==> config.mk <==
export PLATFORM = sky130hd
export DESIGN_NAME = hex_keypad_entry
export DESIGN_NICKNAME = d
export VERILOG_FILES = /design/src/rtl/keypad_pkg.sv /design/src/rtl/scan_tick.sv /design/src/rtl/hex_keypad_entry.sv
export SDC_FILE = /design/constraint.sdc
export NUM_CORES = 1
export LEC_CHECK = 0
export ABC_CLOCK_PERIOD_IN_PS = 5800
export BUFFER_PORTS_ARGS = -buffer_cell sky130_fd_sc_hd__buf_2
export CAP_MARGIN = 20
export CORE_MARGIN = 5
export CORE_UTILIZATION = 50
export CTS_BUF_LIST = sky130_fd_sc_hd__clkbuf_4 sky130_fd_sc_hd__clkbuf_8
export CTS_CLUSTER_DIAMETER = 200
export DETAILED_ROUTE_END_ITERATION = 10
export GPL_TIMING_DRIVEN = 0
export PLACE_DENSITY = 0.72
export SYNTH_ARGS = -nofsm -noshare
export SYNTH_HDL_FRONTEND = slang
export SYNTH_HIERARCHICAL = 1
export SYNTH_SLANG_ARGS = --single-unit
==> constraint.sdc <==
create_clock -name clock -period 5.8 [get_ports clock]
set_input_delay 0.29 -clock clock [delete_from_list [all_inputs] [get_ports clock]]
set_output_delay 0.29 -clock clock [all_outputs]
set_load 0.01 [all_outputs]
==> src/rtl/keypad_pkg.sv <==
// rtl/keypad_pkg.sv - shared FSM encoding, column drive patterns and defaults for the hex keypad scanner
package keypad_pkg;

  localparam int SCAN_DIV_DEFAULT       = 256;
  localparam int DEBOUNCE_SCANS_DEFAULT = 4;

  typedef enum logic [1:0] {
    ST_IDLE     = 2'd0,
    ST_DEBOUNCE = 2'd1,
    ST_HELD     = 2'd2,
    ST_RELEASE  = 2'd3
  } state_e;

  localparam logic [3:0] COL_DRIVE_0 = 4'b0111;
  localparam logic [3:0] COL_DRIVE_1 = 4'b1011;
  localparam logic [3:0] COL_DRIVE_2 = 4'b1101;
  localparam logic [3:0] COL_DRIVE_3 = 4'b1110;

  function automatic logic [3:0] col_drive(input logic [1:0] c);
    logic [3:0] pat;
    pat = COL_DRIVE_0;
    case (c)
      2'd0: pat = COL_DRIVE_0;
      2'd1: pat = COL_DRIVE_1;
      2'd2: pat = COL_DRIVE_2;
      2'd3: pat = COL_DRIVE_3;
      default: pat = COL_DRIVE_0;
    endcase
    return pat;
  endfunction

  // Returns {hit, row_index}; a hit needs exactly one active-low row.
  function automatic logic [2:0] row_decode(input logic [3:0] rows);
    logic [2:0] res;
    res = 3'b000;
    case (rows)
      4'b1110: res = 3'b100;
      4'b1101: res = 3'b101;
      4'b1011: res = 3'b110;
      4'b0111: res = 3'b111;
      default: res = 3'b000;
    endcase
    return res;
  endfunction

endpackage

==> src/rtl/scan_tick.sv <==
// rtl/scan_tick.sv - free-running column scan divider, tick on the wrap cycle
module scan_tick
  import keypad_pkg::*;
#(
  parameter int SCAN_DIV = SCAN_DIV_DEFAULT
) (
  input  logic clock,
  input  logic reset,
  output logic tick
);

  localparam int DIV_W = (SCAN_DIV > 1) ? $clog2(SCAN_DIV) : 1;
  localparam logic [DIV_W-1:0] DIV_LAST = DIV_W'(SCAN_DIV - 1);

  logic [DIV_W-1:0] div_q;
  logic [DIV_W-1:0] div_d;

  always_comb begin
    div_d = div_q + DIV_W'(1);
    if (div_q == DIV_LAST) begin
      div_d = '0;
    end
  end

  always_ff @(posedge clock) begin
    if (reset) begin
      div_q <= '0;
    end else begin
      div_q <= div_d;
    end
  end

  assign tick = (div_q == DIV_LAST);

endmodule

==> src/rtl/hex_keypad_entry.sv <==
// rtl/hex_keypad_entry.sv - 4x4 hex keypad scanner with debounce and 4-digit entry shift register; KEYPAD_ENTER_KEY_EN makes key F an enter key
module hex_keypad_entry
  import keypad_pkg::*;
#(
  parameter int SCAN_DIV       = SCAN_DIV_DEFAULT,
  parameter int DEBOUNCE_SCANS = DEBOUNCE_SCANS_DEFAULT
) (
  input  logic        clock,
  input  logic        reset,
  input  logic [3:0]  row_in,
  output logic [3:0]  col_out,
  input  logic        clear,
  output logic [15:0] data_out,
  output logic [3:0]  key_code,
  output logic        key_valid,
  output logic        entry_strobe
);

  localparam int CNT_W = $clog2(DEBOUNCE_SCANS + 1);
  localparam logic [CNT_W-1:0] CNT_ONE  = CNT_W'(1);
  localparam logic [CNT_W-1:0] CNT_LAST = CNT_W'(DEBOUNCE_SCANS);

  logic tick;

  scan_tick #(
    .SCAN_DIV(SCAN_DIV)
  ) u_scan_tick (
    .clock(clock),
    .reset(reset),
    .tick (tick)
  );

  state_e           state_q, state_d;
  logic [1:0]       col_q, col_d;
  logic [CNT_W-1:0] cnt_q, cnt_d;
  logic [3:0]       code_q, code_d;
  logic [3:0]       key_code_q, key_code_d;
  logic [15:0]      data_q, data_d;
  logic             key_valid_q, key_valid_d;

  logic [2:0]       row_info;
  logic             hit;
  logic [3:0]       sample_code;
  logic [CNT_W-1:0] cnt_inc;
  logic             accept;
  logic             is_enter;
  logic             shift_en;

  assign row_info    = row_decode(row_in);
  assign hit         = row_info[2];
  assign sample_code = {row_info[1:0], col_q};
  assign cnt_inc     = cnt_q + CNT_W'(1);

  // Scan/debounce FSM: only ticks move it; the column is frozen outside IDLE.
  always_comb begin
    state_d = state_q;
    col_d   = col_q;
    cnt_d   = cnt_q;
    code_d  = code_q;
    accept  = 1'b0;
    if (tick) begin
      case (state_q)
        ST_IDLE: begin
          if (hit) begin
            code_d = sample_code;
            cnt_d  = CNT_ONE;
            if (DEBOUNCE_SCANS == 1) begin
              accept  = 1'b1;
              state_d = ST_HELD;
            end else begin
              state_d = ST_DEBOUNCE;
            end
          end else begin
            col_d = col_q + 2'd1;
          end
        end
        ST_DEBOUNCE: begin
          if (hit && (sample_code == code_q)) begin
            cnt_d = cnt_inc;
            if (cnt_inc == CNT_LAST) begin
              accept  = 1'b1;
              state_d = ST_HELD;
            end
          end else begin
            state_d = ST_IDLE;
            col_d   = col_q + 2'd1;
          end
        end
        ST_HELD: begin
          if (!hit) begin
            cnt_d = CNT_ONE;
            if (DEBOUNCE_SCANS == 1) begin
              state_d = ST_IDLE;
              col_d   = col_q + 2'd1;
            end else begin
              state_d = ST_RELEASE;
            end
          end
        end
        ST_RELEASE: begin
          if (hit) begin
            state_d = ST_HELD;
          end else begin
            cnt_d = cnt_inc;
            if (cnt_inc == CNT_LAST) begin
              state_d = ST_IDLE;
              col_d   = col_q + 2'd1;
            end
          end
        end
        default: begin
          state_d = ST_IDLE;
        end
      endcase
    end
  end

`ifdef KEYPAD_ENTER_KEY_EN
  localparam logic [3:0] ENTER_CODE = 4'hF;
  assign is_enter = (sample_code == ENTER_CODE);
`else
  assign is_enter = 1'b0;
`endif

  assign shift_en = accept && !is_enter;

  always_comb begin
    key_valid_d = accept;
    key_code_d  = key_code_q;
    data_d      = data_q;
    if (accept) begin
      key_code_d = sample_code;
    end
    // A coinciding clear discards the old digits but keeps the new one.
    if (clear) begin
      data_d = shift_en ? {12'h000, sample_code} : 16'h0000;
    end else if (shift_en) begin
      data_d = {data_q[11:0], sample_code};
    end
  end

  always_ff @(posedge clock) begin
    if (reset) begin
      state_q     <= ST_IDLE;
      col_q       <= 2'd0;
      cnt_q       <= '0;
      code_q      <= 4'h0;
      key_code_q  <= 4'h0;
      data_q      <= 16'h0000;
      key_valid_q <= 1'b0;
    end else begin
      state_q     <= state_d;
      col_q       <= col_d;
      cnt_q       <= cnt_d;
      code_q      <= code_d;
      key_code_q  <= key_code_d;
      data_q      <= data_d;
      key_valid_q <= key_valid_d;
    end
  end

`ifdef KEYPAD_ENTER_KEY_EN
  logic entry_q, entry_d;

  assign entry_d = accept && is_enter;

  always_ff @(posedge clock) begin
    if (reset) begin
      entry_q <= 1'b0;
    end else begin
      entry_q <= entry_d;
    end
  end

  assign entry_strobe = entry_q;
`else
  assign entry_strobe = 1'b0;
`endif

  assign col_out   = col_drive(col_q);
  assign data_out  = data_q;
  assign key_code  = key_code_q;
  assign key_valid = key_valid_q;

endmodule
==> flow_summary.yaml, run 1 <==
sta:
  worst_pin_slew_ps: 532
  rsz0062_at_grt: "no"
  slew_headroom: 0.644
  skew_ps: 6.93
  layout_worst_path_cycle_share: 0.383
  setup_tns_ps: 0
  drv_slew: 0
  fmax_mhz: 450
  finalCriticalPeriod_ps: 2220
  finalHoldViolations: 0
  setup_violations: 0
global_route:
  grt_first_pass_wirelength_um: 7030
  globalRouteTotalUtil: 0.164
  grt_start_max_net_pins: 13
  antenna_found_initial: 0
  grt_pass1_vias: 1542
  overflow: 0
synth:
  syn_inst: 237
  yosys.area.top_type: "dfxtp_1"
  netlist_area_um2: 2020
  syn_avg_cell_area_um2: 8.53
  synth.ff_latch_count: 40
  yosysTopAreaCellShare: 0.396
  syn_nets: 251
  synth_common_cells: "dfxtp_1 (40), nand2_1 (30), nand3_1 (17), nor2_1 (17), inv_1 (14)"
  synth-edff-count: 0
  synth_area_leaders: "dfxtp_1 (40%), nand2_1 (5.6%), ha_1 (4.3%)"
  ys_seq_area_frac: 0.396
  ys_warn_count: 6
  synthArstFlopShare: 0
  yosysMostFrequentCell: "dfxtp_1"
  synth_ff_type: "dfxtp_1"
  synth_cell_types: 52
die:
  core_um2: 3970
  die_area_um2: 5410
  rows: 23
  fp.dieW_um: 73.6
  die_height_um: 73.6
  start_util: 0.509
  io_pins: 33
power:
  p_per_area_nw_per_um2: 212
  p_leak_nw: 0.861
  vdd_drop_max_mv: 0.108
finish:
  diodes: 0
  seqCellArea_um2: 801
  layout-drive-gt1-share: 0.239
  finish.utilization: 0.580
  multiInputGateArea_um2: 1090
  syn_to_final_growth_pct: 14.1
  fin_nets: 286
  stdcell_area_um2: 2300
  fillerInstances: 377
worst_setup_path:
  required_ps: 5970
  slowest_delay_ps: 390
  path_cells: "ha_1 > nand3_2 > nor2_1 > and3_1 > nand4_2 > buf_6 > buf_4 > nand3_1 > o21ai_1"
  startpoint_type: "flop"
  cp_num_buf_inv: 2
  worst_path_max_delay_cell: "dfxtp_1"
  cp_top_family: "simple AND/OR/NAND/NOR gates"
  cp_data_arrival_time_ps: 2390
  critical_path.endpoint_type: "flop"
  crit_fanout: 10
  critPathKind: "flop to flop"
clock_tree:
  clock-root-buffer: "clkbuf_8"
  cts_sinks: 40
  cts_buffers: 5
  htree_num_levels: 2
  clockBufferDepth: 2
  cts_hold_buf: 0
  insertion_delay_ps: 290
  cts.clk_slew.worst_paths_ps: 80
  cts_tree: "yes"
  cts_setup_buffers: 0
  cts_resized: 0
detailed_routing:
  dr.pass1.iters: 4
  wl_per_cell_um: 12.4
  routed_wl_um: 3990
  vias: 1730
  drc: 0
  drtIter0Drc: 86
  ant_nets: 0
  viasPerCell: 5.37
min_path:
  hp-class: "primary input to flop"
job:
  drv_cap: 0
place:
  dp_hpwl_um: 2960
  port_buffers: 28
  gp_congestion: 0.818
  placed_cell_area_um2: 2220
outcome:
  status: "complete, no violations"
-- cells by family (layout without fill, tap and decap cells) --
group / Yosys count / in the layout / synth area share
muxes: 5 / 5 / 0.0248
DFF: 40 / 40 / 0.396
other: 1 / 1 / 0.00186
and+or+nand+nor: 98 / 98 / 0.255
buffers and inverters: 27 / 62 / 0.0638
xor gates and xnor gates: 8 / 8 / 0.0347
adders and majority gates: 7 / 7 / 0.0433
AOI/OAI and AO/OA: 51 / 51 / 0.180
-- where the power goes --
group / internal (W) / total [W] / leakage, nW / switching, W
Sequential: 0.000277 / 0.000280 / 0.323 / 0.00000268
Clock: 0.0000815 / 0.000176 / 0.0400 / 0.0000944
Combinational: 0.0000124 / 0.0000337 / 0.499 / 0.0000213
Total: 0.000371 / 0.000489 / 0.862 / 0.000118
-- cells in the final DEF (no fill, tap or decap), types with 6 or more instances in the layout --
cell type	Yosys	routed
dfxtp_1	40	40
nand2_1	30	30
buf_2	1	29
clkbuf_1	6	6
o21ai_0	10	10
nand3_1	17	17
ha_1	7	7
inv_1	14	14
nor2_1	17	17
o21ai_1	11	11
a21oi_1	6	6
-- path summary, 6_finish.rpt --
kind                                                       from                              end  slack, ps  cells past startpoint
worst min register to register        data_out[14]$_SDFFE_PP0P_        data_out[14]$_SDFFE_PP0P_        450                      2
worst min-delay path                                      reset  u_scan_tick/div_q[6]$_SDFF_PP0_        250                      2
worst max-delay path            u_scan_tick/div_q[0]$_SDFF_PP0_        data_out[11]$_SDFFE_PP0P_       3580                      9
worst max register to register  u_scan_tick/div_q[0]$_SDFF_PP0_        data_out[11]$_SDFFE_PP0P_       3580                      9
-- area by class of cell --
class                   count  share of cell area
plain buffers              13              0.0331
clock buffers               5              0.0299
clock inverters             2             0.00543
inverters                  14              0.0228
multi-input cells         170               0.473
flip-flops and latches     40               0.347
well taps                  50              0.0271
repair buffers             28              0.0608
-- metrics by stage --
| stage | std cells | hold slack, ps | power, W | setup slack (ps) |
|---|---|---|---|---|
| finish | 322 | 253 | 0.000489 | 3580 |
| global route | 322 | 269 | 0.000513 | 3360 |
| CTS | 322 | 242 | 0.000494 | 3570 |
| detailed placement | 315 | 445 | 0.000320 | 3580 |
| global placement | 315 | 440 | 0.000319 | 3590 |
| floorplan | 237 | 359 | 0.000311 | 3890 |
-- state kept, by name (all words and copies together), names as in the netlist --
register,count
data_out,16
u_scan_tick/div_q,8
code_q,4
key_code,4
cnt_q,3
col_q,2
state_q,2
key_valid,1
-- metal layers --
| metal | GRT usage | up-vias | routed length [um] |
|---|---|---|---|
| met1 | 0.221 | 800 | 1900 |
| met2 | 0.256 | 35 | 1860 |
| li1 | - | 891 | - |
| met4 | 0.0483 | 0 | 24 |
| met3 | 0.0424 | 4 | 200 |
| met5 | 0 | - | 0 |
Power figures use the tool's default switching activity.
==> run 2, diff against run 1 <==
--- a/config.mk
+++ b/config.mk
@@ -5,7 +5,7 @@
 export SDC_FILE = /design/constraint.sdc
 export NUM_CORES = 1
 export LEC_CHECK = 0
-export ABC_CLOCK_PERIOD_IN_PS = 5800
+export ABC_CLOCK_PERIOD_IN_PS = 2280
 export BUFFER_PORTS_ARGS = -buffer_cell sky130_fd_sc_hd__buf_2
 export CAP_MARGIN = 20
 export CORE_MARGIN = 5
==> constraint.sdc (replaced) <==
create_clock -name clock -period 2.28 [get_ports clock]
set_input_delay 0.114 -clock clock [delete_from_list [all_inputs] [get_ports clock]]
set_output_delay 0.114 -clock clock [all_outputs]
set_load 0.01 [all_outputs]
==> run 2 against run 1 <==
Final cell count unchanged. Critical path type unchanged. Clock power increased to 2.5 times the previous value. Register-to-register slack got worse by 3300 ps. Largest power group unchanged.
==> flow_summary.yaml, run 2 (same netlist as run 1, synthesis figures left out) <==
finish:
  instances_no_fill: 322
  final_common_cell: "dfxtp_1"
  layout-drive-gt1-share: 0.246
  seqCellArea_um2: 801
  diodes: 0
  mostFrequentLayoutCells: "dfxtp_1 (40), nand2_1 (30), buf_2 (29), nand3_1 (17), nor2_1 (15)"
  stdcell_area_um2: 2310
  finish.utilization: 0.583
  multiInputGateArea_um2: 1100
  fillerInstances: 374
  largest_reg_flops: 16
  fin_nets: 286
  syn_to_final_growth_pct: 14.6
detailed_routing:
  drtIter0Drc: 99
  viasPerCell: 5.40
  drc: 0
  dr.pass1.iters: 4
  vias: 1738
  wl_per_cell_um: 12.4
  routed_wl_um: 4000
  ant_nets: 0
place:
  dp_hpwl_um: 2960
  port_buffers: 28
  gp_congestion: 0.818
  dp_cells: 315
  placed_cell_area_um2: 2220
worst_setup_path:
  required_ps: 2450
  cp_data_arrival_time_ps: 2220
  crit_fanout: 10
  r2r-start: "u_scan_tick/div_q[0]$_SDFF_PP0_"
  startpoint_type: "flop"
  timing.rr.end: "data_out[11]$_SDFFE_PP0P_"
  critPathKind: "flop to flop"
  r2r_cells: 9
  ff2ff_setup_slack_ps: 230
  critical_path.endpoint_type: "flop"
clock_tree:
  cts_buffers: 5
  htree_num_levels: 2
  clock-root-buffer: "clkbuf_8"
  cts_setup_buffers: 0
  clockBufferDepth: 2
  cts_sinks: 40
  cts_resized: 0
  cts_hold_buf: 0
  insertion_delay_ps: 290
  cts.clk_slew.worst_paths_ps: 80
  cts_tree: "yes"
power:
  p_seq_frac: 0.572
  p_per_area_nw_per_um2: 537
  clockPowerShare: 0.358
  p_leak_nw: 0.861
  p_sw_frac: 0.241
  comb_power_share: 0.069
  p_sw_w: 0.000299
  vdd_drop_max_mv: 0.286
  p_total_w: 0.00124
  p_int_w: 0.000943
min_path:
  hp-class: "primary input to flop"
  hold_path_end: "u_scan_tick/div_q[6]$_SDFF_PP0_"
  worstHoldPathCells: 2
  hold_start: "reset"
sta:
  worst_pin_slew_ps: 499
  finalCriticalPeriod_ps: 2050
  setup_tns_ps: 0
  fmax_mhz: 488
  setup_violations: 0
  rsz0062_at_grt: "no"
  slew_headroom: 0.666
  drv_slew: 0
  finalHoldViolations: 0
  skew_ps: 6.29
  layout_worst_path_cycle_share: 0.900
die:
  core_um2: 3970
  start_util: 0.509
  rows: 23
  fp.dieW_um: 73.6
  die_area_um2: 5410
  die_height_um: 73.6
  io_pins: 33
job:
  drv_cap: 0
outcome:
  status: "complete, no violations"
global_route:
  antenna_found_initial: 0
  overflow: 0
  globalRouteTotalUtil: 0.164
  grt_pass1_vias: 1542
  grt_first_pass_wirelength_um: 7030
  grt_start_max_net_pins: 13
## run 2: worst max path at each step
| stage | slack, ps | start | to | depth (start not counted) |
|---|---|---|---|---|
| 6_report | 230 | u_scan_tick/div_q[0]$_SDFF_PP0_ | data_out[11]$_SDFFE_PP0P_ | 9 |
| 2_1_floorplan | 370 | u_scan_tick/div_q[0]$_SDFF_PP0_ | key_code[2]$_SDFFE_PP0N_ | 8 |
| 4_1_cts | 50 | u_scan_tick/div_q[0]$_SDFF_PP0_ | data_out[11]$_SDFFE_PP0P_ | 9 |
| 3_5_place_dp | 60 | u_scan_tick/div_q[0]$_SDFF_PP0_ | data_out[11]$_SDFFE_PP0P_ | 9 |
| 3_3_place_gp | 70 | u_scan_tick/div_q[0]$_SDFF_PP0_ | data_out[11]$_SDFFE_PP0P_ | 9 |
| 5_1_grt | 80 | u_scan_tick/div_q[0]$_SDFF_PP0_ | data_out[13]$_SDFFE_PP0P_ | 9 |
## run 2: metal layers
layer | global-route usage | vias to the layer above | share of wire
li1 | - | 891 | -
met5 | 0 | - | 0
met4 | 0.0483 | 0 | 0.011
met1 | 0.221 | 805 | 0.47
met3 | 0.0424 | 7 | 0.052
met2 | 0.256 | 35 | 0.46
## run 2: cell type report
cell class	count	area share
plain buffers	13	0.0330
multi-input cells	170	0.476
repair buffers	28	0.0605
clock buffers	5	0.0297
well taps	50	0.0270
inverters	14	0.0227
flip-flops and latches	40	0.346
clock inverters	2	0.00541
## run 2: power by group through the flow
stage                     Sequential, W  Clock (W)  Combinational [W]
after floorplan                0.000726          0          0.0000662
after global placement         0.000727          0          0.0000837
after detailed placement       0.000727          0          0.0000859
after CTS                      0.000711   0.000460          0.0000862
after global routing           0.000712   0.000496          0.0000969
final                          0.000711   0.000445          0.0000858
## run 2: metrics by stage
step	hold slack [ps]	setup slack, ps
after floorplan	183	370
final	77.1	229
after detailed placement	369	55.3
after global placement	367	72.3
after CTS	66.1	51.5
after global routing	92.8	76.3
## run 2: critical path, stage by stage (launching register included)
cell	delay [ps]
dfxtp_1	390
ha_1	250
nand3_2	170
nor2_4	220
and3_1	250
nand4_2	140
buf_6	180
buf_4	170
nand3_1	90
o21ai_1	70
==> run 3, diff against run 2 <==
--- a/config.mk
+++ b/config.mk
@@ -6,15 +6,14 @@
 export NUM_CORES = 1
 export LEC_CHECK = 0
 export ABC_CLOCK_PERIOD_IN_PS = 2280
-export BUFFER_PORTS_ARGS = -buffer_cell sky130_fd_sc_hd__buf_2
 export CAP_MARGIN = 20
 export CORE_MARGIN = 5
 export CORE_UTILIZATION = 50
 export CTS_BUF_LIST = sky130_fd_sc_hd__clkbuf_4 sky130_fd_sc_hd__clkbuf_8
 export CTS_CLUSTER_DIAMETER = 200
 export DETAILED_ROUTE_END_ITERATION = 10
+export DONT_BUFFER_PORTS = 1
 export GPL_TIMING_DRIVEN = 0
-export PLACE_DENSITY = 0.72
 export SYNTH_ARGS = -nofsm -noshare
 export SYNTH_HDL_FRONTEND = slang
 export SYNTH_HIERARCHICAL = 1
==> run 3 against run 2 <==
First-iteration DRC count rose by 45%. Design area is 5.5% lower. Critical path type unchanged. Register-to-register slack barely moved. Critical endpoint is now data_out[13]$_SDFFE_PP0P_. Non-clock buffer count shrank 27. Combinational power shrank 2.9%.
==> flow_summary.yaml, run 3 (same netlist as run 1, synthesis figures left out) <==
finish:
  seqCellArea_um2: 801
  diodes: 0
  largest_reg_flops: 16
  multiInputGateArea_um2: 1100
  syn_to_final_growth_pct: 8.30
  fin_nets: 259
  final_common_cell: "dfxtp_1"
  fillerInstances: 388
  mostFrequentLayoutCells: "dfxtp_1 (40), nand2_1 (30), nand3_1 (17), nor2_1 (16), inv_1 (14)"
  layout-drive-gt1-share: 0.159
global_route:
  grt_first_pass_wirelength_um: 7070
  globalRouteTotalUtil: 0.169
  grt_start_max_net_pins: 14
  overflow: 0
  antenna_found_initial: 0
  grt_pass1_vias: 1511
clock_tree:
  cts_tree: "yes"
  insertion_delay_ps: 290
  htree_num_levels: 2
  clockBufferDepth: 2
  cts_setup_buffers: 0
  cts_sinks: 40
  cts_buffers: 5
  cts.clk_slew.worst_paths_ps: 80
  clock-root-buffer: "clkbuf_8"
worst_setup_path:
  cp_data_arrival_time_ps: 2220
  critical_path.endpoint_type: "flop"
  critPathKind: "flop to flop"
  cp_top_family: "simple AND/OR/NAND/NOR gates"
  slowest_delay_ps: 400
  cp_num_buf_inv: 2
  required_ps: 2450
  worst_path_max_delay_cell: "dfxtp_1"
  crit_fanout: 10
  startpoint_type: "flop"
  setup.worst_path.start: "u_scan_tick/div_q[0]$_SDFF_PP0_"
  path_cells: "ha_1 > nand3_2 > nor2_4 > and3_1 > nand4_2 > buf_6 > buf_4 > nand3_1 > o21ai_1"
  r2r-start: "u_scan_tick/div_q[0]$_SDFF_PP0_"
power:
  p_int_w: 0.000948
  p_seq_frac: 0.566
  vdd_drop_max_mv: 0.238
  comb_power_share: 0.066
  p_sw_w: 0.000310
  p_per_area_nw_per_um2: 575
  clockPowerShare: 0.368
  p_leak_nw: 0.732
  p_sw_frac: 0.246
sta:
  slew_headroom: 0.632
  setup_violations: 0
  fmax_mhz: 487
  worst_pin_slew_ps: 552
  setup_ws_ps: 228
  drv_slew: 0
  rsz0062_at_grt: "no"
  finalHoldViolations: 0
  layout_worst_path_cycle_share: 0.900
  skew_ps: 6.22
  finalCriticalPeriod_ps: 2050
  setup_tns_ps: 0
die:
  rows: 23
  start_util: 0.509
  die_area_um2: 5410
  io_pins: 33
  core_um2: 3970
  fp.dieW_um: 73.6
  die_height_um: 73.6
detailed_routing:
  viasPerCell: 5.72
  wirelength_met1_um: 2010
  drtIter0Drc: 144
  dr.pass1.iters: 4
  ant_nets: 0
  wl_met2_um: 2060
  drc: 0
  routed_wl_um: 4420
  vias: 1692
  wl_per_cell_um: 14.9
  highest_layer: "met4"
  route.met3.wl_um: 295
place:
  port_buffers: 0
  gp_congestion: 0.788
  dp_hpwl_um: 3160
  pre_cts_slack_ps: 60.3
min_path:
  hold_start: "clear"
  hp-class: "primary input to flop"
job:
  drv_cap: 0
outcome:
  status: "complete, no violations"
==> run 3: final cells by class <==
class	instances	area share
multi-input combinational	170	0.502
sequential	40	0.366
buffer	13	0.0349
clock buffer	5	0.0314
tap	50	0.0286
inverter	14	0.0240
clock inverter	3	0.00858
timing repair buffer	1	0.00457
==> run 3: metal layers <==
layer | vias to the layer above | global-route usage
met5 | - | 0
met4 | 0 | 0.0443
met3 | 5 | 0.0561
met2 | 54 | 0.272
met1 | 796 | 0.217
li1 | 837 | -
==> run 3: timing repair <==
item	in CTS	in global routing
gates resized for setup	0	2
endpoints found under the hold margin	4	0
hold buffers	1	0
endpoints found under the setup margin	0	24
==> run 3: final timing paths <==
kind | endpoint | slack [ps] | depth (start not counted)
worst max-delay path | data_out[13]$_SDFFE_PP0P_ | 230 | 9
worst min-delay path | data_out[3]$_SDFFE_PP0P_ | 20 | 2
worst max register to register | data_out[13]$_SDFFE_PP0P_ | 230 | 9
worst min register to register | u_scan_tick/div_q[0]$_SDFF_PP0_ | 480 | 1
==> run 3: per-stage QoR <==
step,total power [W],hold slack (ps),utilization,cells,instance area (um2)
2_1_floorplan,0.000792,183,-,237,2020
6_report,0.00126,17.2,0.551,296,2190
5_1_grt,0.00131,14.0,0.551,296,2190
3_3_place_gp,0.000806,185,0.525,287,2080
3_5_place_dp,0.000809,187,0.525,287,2080
4_1_cts,0.00127,6.65,0.549,296,2180
==> run 3: power by group through the flow <==
stage	Clock, W	Combinational, W	Sequential, W
floorplan	0	0.0000662	0.000726
global placement	0	0.0000786	0.000728
detailed placement	0	0.0000810	0.000728
CTS	0.000478	0.0000837	0.000711
global route	0.000504	0.0000938	0.000713
finish	0.000462	0.0000833	0.000712
